File: config.mk
export PLATFORM = sky130hd
export DESIGN_NAME = first_system_sweep_ctrl
export DESIGN_NICKNAME = d
export VERILOG_FILES = /design/src/rtl/first_system_sweep_ctrl.sv
export SDC_FILE = /design/constraint.sdc
export NUM_CORES = 1
export LEC_CHECK = 0
export ABC_AREA = 1
export CAP_MARGIN = 20
export CORE_ASPECT_RATIO = 0.8
export CORE_MARGIN = 2
export CORE_UTILIZATION = 33
export CTS_CLUSTER_SIZE = 30
export DETAILED_ROUTE_END_ITERATION = 12
export DONT_BUFFER_PORTS = 1
export PLACE_DENSITY_LB_ADDON = 0.12
export SLEW_MARGIN = 20
export SYNTH_ARGS = -nofsm -noshare
export SYNTH_HDL_FRONTEND = slang
export SYNTH_SLANG_ARGS = --single-unit
File: constraint.sdc
create_clock -name clk -period 1.66 [get_ports clk]
set_input_delay 0.249 -clock clk [delete_from_list [all_inputs] [get_ports clk]]
set_output_delay 0.249 -clock clk [all_outputs]
set_load 0.005 [all_outputs]
File: src/rtl/first_system_sweep_ctrl.sv
// -----------------------------------------------------------------------------
// first_system_sweep_ctrl
//
// Hardware sequencer for a first_system instance. On an accepted start it
// steps the input vector {dut_in1,dut_in2} through 2'b00, 2'b01, ... for
// NUM_STEPS vectors. Each vector is held for SETTLE_CYCLES cycles and then
// {dut_out1,dut_out2} is captured into its 2-bit slot of 'results'.
// A sweep therefore costs SETTLE_CYCLES+1 cycles per vector.
//
// Parameters
//   SETTLE_CYCLES  cycles each vector is held before capture (>= 1)
//   NUM_STEPS      number of vectors swept, starting at 2'b00 (1..4)
//
// Ports
//   clk          in   1  clock, all logic on the rising edge
//   rst          in   1  synchronous reset, active high
//   start        in   1  begins a sweep, only looked at in IDLE
//   abort        in   1  cancels a sweep in progress (SETTLE/CAPTURE/DONE)
//   dut_out1     in   1  first_system out1
//   dut_out2     in   1  first_system out2
//   dut_in1      out  1  first_system in1 (registered)
//   dut_in2      out  1  first_system in2 (registered)
//   busy         out  1  high while in SETTLE or CAPTURE
//   done         out  1  one-cycle pulse when a sweep completes
//   step_idx     out  2  index of the vector currently driven
//   results      out  8  slot i = results[2i+1:2i] = {out1,out2} of vector i
//
// Optional build macro SWEEP_CHECK_EN adds:
//   exp_results  in   8  expected pack, same layout as results
//   mismatch     out  4  bit i set when captured slot i differs from expected
//   pass         out  1  set together with done when no slot mismatched
// -----------------------------------------------------------------------------
module first_system_sweep_ctrl #(
    parameter int SETTLE_CYCLES = 4,
    parameter int NUM_STEPS     = 4
) (
    input  logic       clk,
    input  logic       rst,
    input  logic       start,
    input  logic       abort,
    input  logic       dut_out1,
    input  logic       dut_out2,
`ifdef SWEEP_CHECK_EN
    input  logic [7:0] exp_results,
    output logic [3:0] mismatch,
    output logic       pass,
`endif
    output logic       dut_in1,
    output logic       dut_in2,
    output logic       busy,
    output logic       done,
    output logic [1:0] step_idx,
    output logic [7:0] results
);

    // Counter is one bit wider than strictly needed so the increment on the
    // last settle cycle never wraps.
    localparam int               CNT_W     = $clog2(SETTLE_CYCLES + 1);
    localparam logic [CNT_W-1:0] CNT_LAST  = CNT_W'(SETTLE_CYCLES - 1);
    localparam logic [CNT_W-1:0] CNT_ONE   = CNT_W'(1);
    localparam logic [CNT_W-1:0] CNT_ZERO  = CNT_W'(0);
    localparam logic [1:0]       STEP_LAST = 2'(NUM_STEPS - 1);

    typedef enum logic [1:0] {
        ST_IDLE    = 2'd0,
        ST_SETTLE  = 2'd1,
        ST_CAPTURE = 2'd2,
        ST_DONE    = 2'd3
    } state_t;

    // Replace the 2-bit slot 'idx' of a results pack with 'val'.
    function automatic logic [7:0] slot_write(input logic [7:0] pack,
                                              input logic [1:0] idx,
                                              input logic [1:0] val);
        logic [7:0] upd;
        upd = pack;
        case (idx)
            2'd0:    upd[1:0] = val;
            2'd1:    upd[3:2] = val;
            2'd2:    upd[5:4] = val;
            2'd3:    upd[7:6] = val;
            default: upd      = pack;
        endcase
        return upd;
    endfunction

    // Read the 2-bit slot 'idx' out of a results pack.
    function automatic logic [1:0] slot_get(input logic [7:0] pack,
                                            input logic [1:0] idx);
        logic [1:0] val;
        case (idx)
            2'd0:    val = pack[1:0];
            2'd1:    val = pack[3:2];
            2'd2:    val = pack[5:4];
            2'd3:    val = pack[7:6];
            default: val = 2'b00;
        endcase
        return val;
    endfunction

    // One-hot flag for slot 'idx'.
    function automatic logic [3:0] slot_bit(input logic [1:0] idx);
        logic [3:0] flag;
        case (idx)
            2'd0:    flag = 4'b0001;
            2'd1:    flag = 4'b0010;
            2'd2:    flag = 4'b0100;
            2'd3:    flag = 4'b1000;
            default: flag = 4'b0000;
        endcase
        return flag;
    endfunction

    state_t           state_r, state_s;
    logic [CNT_W-1:0] cnt_r,   cnt_s;
    logic [1:0]       vec_r,   vec_s;
    logic [1:0]       step_r,  step_s;
    logic [7:0]       res_r,   res_s;
    logic             busy_r,  busy_s;
    logic             done_r,  done_s;

    // Next-state and next-output logic for the sweep sequencer.
    always_comb begin
        state_s = state_r;
        cnt_s   = cnt_r;
        vec_s   = vec_r;
        step_s  = step_r;
        res_s   = res_r;

        case (state_r)
            ST_IDLE: begin
                // abort together with start cancels the request outright
                if (start && !abort) begin
                    res_s   = 8'h00;
                    vec_s   = 2'b00;
                    step_s  = 2'd0;
                    cnt_s   = CNT_ZERO;
                    state_s = ST_SETTLE;
                end else begin
                    state_s = ST_IDLE;
                end
            end

            ST_SETTLE: begin
                if (abort) begin
                    vec_s   = 2'b00;
                    step_s  = 2'd0;
                    cnt_s   = CNT_ZERO;
                    state_s = ST_IDLE;
                end else if (cnt_r == CNT_LAST) begin
                    cnt_s   = cnt_r + CNT_ONE;
                    state_s = ST_CAPTURE;
                end else begin
                    cnt_s   = cnt_r + CNT_ONE;
                    state_s = ST_SETTLE;
                end
            end

            ST_CAPTURE: begin
                // abort wins over the capture: the current slot stays 0
                if (abort) begin
                    vec_s   = 2'b00;
                    step_s  = 2'd0;
                    cnt_s   = CNT_ZERO;
                    state_s = ST_IDLE;
                end else begin
                    res_s = slot_write(res_r, step_r, {dut_out1, dut_out2});
                    if (step_r == STEP_LAST) begin
                        state_s = ST_DONE;
                    end else begin
                        vec_s   = vec_r + 2'b01;
                        step_s  = step_r + 2'd1;
                        cnt_s   = CNT_ZERO;
                        state_s = ST_SETTLE;
                    end
                end
            end

            ST_DONE: begin
                // last vector stays driven unless the sweep is aborted here
                if (abort) begin
                    vec_s   = 2'b00;
                    step_s  = 2'd0;
                    cnt_s   = CNT_ZERO;
                    state_s = ST_IDLE;
                end else begin
                    state_s = ST_IDLE;
                end
            end

            default: begin
                vec_s   = 2'b00;
                step_s  = 2'd0;
                cnt_s   = CNT_ZERO;
                state_s = ST_IDLE;
            end
        endcase

        // Status flags follow the state being entered so they can be registered.
        busy_s = (state_s == ST_SETTLE) || (state_s == ST_CAPTURE);
        done_s = (state_s == ST_DONE);
    end

    // State register and registered outputs.
    always_ff @(posedge clk) begin
        if (rst) begin
            state_r <= ST_IDLE;
            cnt_r   <= CNT_ZERO;
            vec_r   <= 2'b00;
            step_r  <= 2'd0;
            res_r   <= 8'h00;
            busy_r  <= 1'b0;
            done_r  <= 1'b0;
        end else begin
            state_r <= state_s;
            cnt_r   <= cnt_s;
            vec_r   <= vec_s;
            step_r  <= step_s;
            res_r   <= res_s;
            busy_r  <= busy_s;
            done_r  <= done_s;
        end
    end

    assign dut_in1  = vec_r[1];
    assign dut_in2  = vec_r[0];
    assign busy     = busy_r;
    assign done     = done_r;
    assign step_idx = step_r;
    assign results  = res_r;

`ifdef SWEEP_CHECK_EN
    logic [3:0] mism_r, mism_s, mism_cap_s;
    logic       pass_r, pass_s;

    // Mismatch flags and pass verdict, updated alongside the sweep.
    always_comb begin
        mism_s = mism_r;
        pass_s = pass_r;

        if (slot_get(exp_results, step_r) != {dut_out1, dut_out2}) begin
            mism_cap_s = mism_r | slot_bit(step_r);
        end else begin
            mism_cap_s = mism_r;
        end

        case (state_r)
            ST_IDLE: begin
                if (start && !abort) begin
                    mism_s = 4'b0000;
                    pass_s = 1'b0;
                end else begin
                    mism_s = mism_r;
                    pass_s = pass_r;
                end
            end

            ST_CAPTURE: begin
                if (abort) begin
                    mism_s = mism_r;
                    pass_s = pass_r;
                end else begin
                    mism_s = mism_cap_s;
                    // verdict lands in the same cycle done rises
                    if (step_r == STEP_LAST) begin
                        pass_s = (mism_cap_s == 4'b0000);
                    end else begin
                        pass_s = pass_r;
                    end
                end
            end

            default: begin
                mism_s = mism_r;
                pass_s = pass_r;
            end
        endcase
    end

    // Mismatch / pass registers.
    always_ff @(posedge clk) begin
        if (rst) begin
            mism_r <= 4'b0000;
            pass_r <= 1'b0;
        end else begin
            mism_r <= mism_s;
            pass_r <= pass_s;
        end
    end

    assign mismatch = mism_r;
    assign pass     = pass_r;
`endif

endmodule

* Word-level counts from Yosys, hierarchy flattened
Cells that the tools add are included.
** Word-level totals
- Input port bits :: 6
- Bits in registers :: 19
- Output and inout bits :: 14
** Operators by class
- Equality and inequality tests :: 19
- Add/sub/neg operators :: 3
- Mux-type cells :: 27
- Reductions and logical operators :: 13
** Operators by type and width (number)
- $mux 2 :: 14
- $mux 8 :: 2
- $pmux 8 s2 :: 1
- $reduce_and 4->1 :: 4
- $mux 3 :: 5
- $eq 2x2->1 const B :: 6
- $pmux 2 s3 :: 2
- $pmux 3 s4 :: 1
- $ne 2x1->1 const B :: 4
- $ne 2x2->1 const B :: 4
- $pmux 2 s4 :: 1
- $eq 2x1->1 const B :: 3
- $reduce_and 3->1 :: 2
- $add 2x1->2 const B :: 2
- $logic_not 2->1 :: 2
- $add 3x1->3 const B :: 1
- $eq 3x2->1 const B :: 1
- $ne 3x3->1 const B :: 1
- $reduce_bool 2->1 :: 1
- $reduce_or 2->1 :: 1
- $logic_and 1x1->1 :: 1
- $logic_not 1->1 :: 1
- $logic_or 1x1->1 :: 1
- $mux 1 :: 1

* Depth between registers and ports, before layout
- Depth in word-level cells :: 6
- Depth in mapped cells :: 8
- Gate-level depth less buffers :: 8

* Worst setup path before layout
No wires, ideal clock.
- Kind :: register -> register
- Start :: register step_r[0] (netlist: step_idx[0])
- End :: register busy_r (netlist: busy)
- Period minus slack after synthesis :: 1315 ps
- Required time :: 1534 ps
- Buffers on the path :: 0
- Cell stages (with the launch flop) :: 9
- Slack :: 345 ps
- Arrival time :: 1190 ps
- Path through :: dfxtp_1 > ha_1 > inv_1 > nor2_1 > nand2_4 > nand2_1 > ha_1 > inv_1 > nor2_1
** On the way
- Cells in the longest elaborated chain, start to end :: 6
** Ends and longest elaborated chain
- from (decl) :: line 117 : logic [1:0] step_r, step_s;
- from (signal assigned) :: line 218 : step_r <= step_s;
- $eq 2x2->1 * :: line 168 : if (step_r == STEP_LAST) begin
- $mux 2 * :: line 168
- $mux 2 * :: line 161 : if (abort) begin
- $pmux 2 s4 * :: line 130 : case (state_r)
- via state_s[1] :: line 114 : state_t state_r, state_s;
- $eq 2x1->1 / $eq 2x2->1 (equally long branches) :: line 200 : busy_s = (state_s == ST_SETTLE) || (state_s == ST_CAPTURE);
- $logic_or 1x1->1 * :: line 200
- via busy_s :: line 119 : logic busy_r, busy_s;
- to (signal assigned) :: line 220 : busy_r <= busy_s;
- to (decl) :: line 119
The timed path passes the listed nets; every way through them passes the cells marked *.
A chain may end at the register's enable or synchronous reset.

* Worst setup path in the final report
- Start :: register state_r[1]
- End :: register busy_r (netlist: busy)
** On the way
- Cells in the longest elaborated chain, start to end :: 4
** Ends and longest elaborated chain
- from (decl) :: line 114
- from (signal assigned) :: line 215 : state_r <= state_s;
- $eq 2x2->1 (tied with other cells) :: line 130
- $pmux 2 s4 * :: line 130
- $eq 2x1->1 / $eq 2x2->1 (equally long branches) :: line 200
- $logic_or 1x1->1 * :: line 200
- via busy_s :: line 119
Marked as above.

==> results.cfg <==
[sta]
layout_min_cycle_time_ns = 1.46
worstMarginPinSlew_ns = 0.372
fin_crit_sh_pct = 88.0
max_clock_freq_mhz = 685
setup_viol = 0
whs_ns = 0.0409
fin_setup_tns_ns = 0
skew_ns = 0.00274
rsz0062_at_grt = no
slew_headroom_pct = 75.2
slew_viol_final = 0
final_hold_viol_count = 0

[critical_path]
crit_chain = inv_2, nor2_8, nand2_1, nand3_1, ha_1, inv_1, nor2_1
start_kind = register
reg2reg_to = busy
rr_startpoint = state_r[1]
required_ns = 1.83
r2r_slack_ns = 0.20
cp_num_cells = 7
critPathSlowestCell = dfxtp_1
cp_num_buf_inv = 2
critPathKind = register to register
cp_slowest_stage_delay_ns = 0.48
crit_fanout = 6
crit_path_start = state_r[1]
r2r_cells = 7
critPathCaptureType = register
endpoint = busy
crit_family = flip-flops
cp.arrival_ns = 1.63

[min_path]
min_from = rst
hold_path_class = input pin to register
holdPathStages = 1

[route]
drt-initial-drc-count = 32
routed_wl_um = 2230
wl_per_cell_um = 11.6
wl_met2_um = 913
detail_route.first_pass.iterations = 4
met1_length_um = 1160
antenna_left = 0
routed-via-count = 856
viasPerCell = 4.46
top_layer = met4
drc = 0
met3_length_um = 139

[yosys]
synthesis.area_um2 = 1110
syn-instance-count = 152
synth_warnings = 0
yosys.area.top_type = dfxtp_1
synth_nets = 165
synth_top_area_share_pct = 34.1
synthTopCellsByArea = dfxtp_1 34%, nand2_1 12%, nor2_1 8.8%, ha_1 7.9%, inv_1 6.7%
synth_seq_area_share_pct = 34.1
ys_ff_latch = 19
ys_types = 23
syn_area_per_cell_um2 = 7.33

[cells_and_area]
final_nets = 166
final_util_pct = 37.2
drive_gt1_share_pct = 17.1
synthToLayoutAreaGrowth_pct = 5.16
antenna_cells = 0
layout_commonest_cell = nand2_1
layout_common_cells = 35 x nand2_1, 26 x nor2_1, 20 x inv_1, 18 x dfxtp_1
design_area_um2 = 1170

[power]
power_density_nw_per_um2 = 833
finalPower_uw = 976
vdd.ir_drop.worst_mv = 0.426
cellLeakagePower_uw = 0.000570

[clock_network]
cts.clk_slew.worst_paths_ns = 0.08
cts_buffer_depth = 2
cts_tree = built
h-tree-depth = 1
cts_inserted_buffers = 3
clock-root-buffer = clkbuf_8
insertion_delay_ns = 0.26
clock-sinks = 19
cts_hold_buf = 0

[global_routing]
grt_max_degree = 13
grt_pass1_vias = 855
grt_antenna_before_repair = 0
grt_pass1_wl_um = 3770
grtUsageTotal_pct = 13.0
overflow = 0

[floorplanning]
die_height_um = 56.0
core_area_um2 = 3150
io_pins = 20
placementRows = 18
die_w_um = 69.0
fp.dieArea_um2 = 3860
start_util_pct = 35.4

[placed_design]
io_buffers = 0
placed_area_um2 = 1120
finalWeightedCongestion = 0.748
hpwlAfterDp_um = 1710

[outcome]
outcome = finished, final reports clean

[job]
maxCapViolCount = 0
-- synth_stat cells (all sizes together) --
library cell	count
nand2	41
nor2	32
inv	22
dfxtp	19
nand3	9
a21oi	8
ha	7
nand4	5
buf	3
and2b	2
o21ai	2
clkbuf	1
nor2b	1
-- worst min-delay path by stage --
stage,endpoint,slack [ns]
after CTS,vec_r[1],0.03
after global routing,vec_r[1],0.03
after floorplan,cnt_r[2],0.44
after detailed placement,vec_r[1],0.31
final,vec_r[1],0.04
after global placement,vec_r[1],0.32
-- layout make-up --
cell class                 count  area (um^2)
clock buffer                   3         41.3
clock inverter                 1         5.00
fill                         353         1980
inverter                      22         82.6
multi-input combinational    107          612
sequential                    19          382
tap                           40         50.0
-- metal layers --
layer  global-route usage, %  vias up
met5                       0        -
met4                    2.24        0
met3                    6.48        2
met2                    18.7       13
met1                    17.6      374
li1                        -      467
-- sequential cells by signal, summed over array words and instances, names as in the netlist --
name      cells
busy          1
cnt_r         3
done          1
results       8
state_r       2
step_idx      2
vec_r         2
-- repair_timing --
| action | in CTS | in global routing |
|---|---|---|
| endpoints found under the hold margin | 0 | 0 |
| setup endpoints to repair | 0 | 1 |
| gates resized for setup | 0 | 1 |
| buffers inserted | 0 | 0 |
-- power by group --
| part | total [uW] | internal [uW] | switching (uW) |
|---|---|---|---|
| clock network | 335 | 167 | 168 |
| registers | 507 | 481 | 25.4 |
| logic | 135 | 54.2 | 80.7 |
-- metrics by stage --
step                instances  setup WS [ns]
global route              192          0.104
global placement          188          0.180
finish                    192          0.200
CTS                       192         0.0988
detailed placement        188          0.116
floorplan                 152          0.345
-- cell families (layout without fill, tap and decap cells) --
group | after synthesis | in the layout | share of synthesized area [%]
buffers and inverters | 26 | 26 | 11.0
AND/OR/NAND/NOR | 90 | 90 | 42.2
flip-flops | 19 | 19 | 34.1
adder cells (fa/ha/maj) | 7 | 7 | 7.86
AO/OA/AOI/OAI | 10 | 10 | 4.83
(Power assumes the default switching activity.)
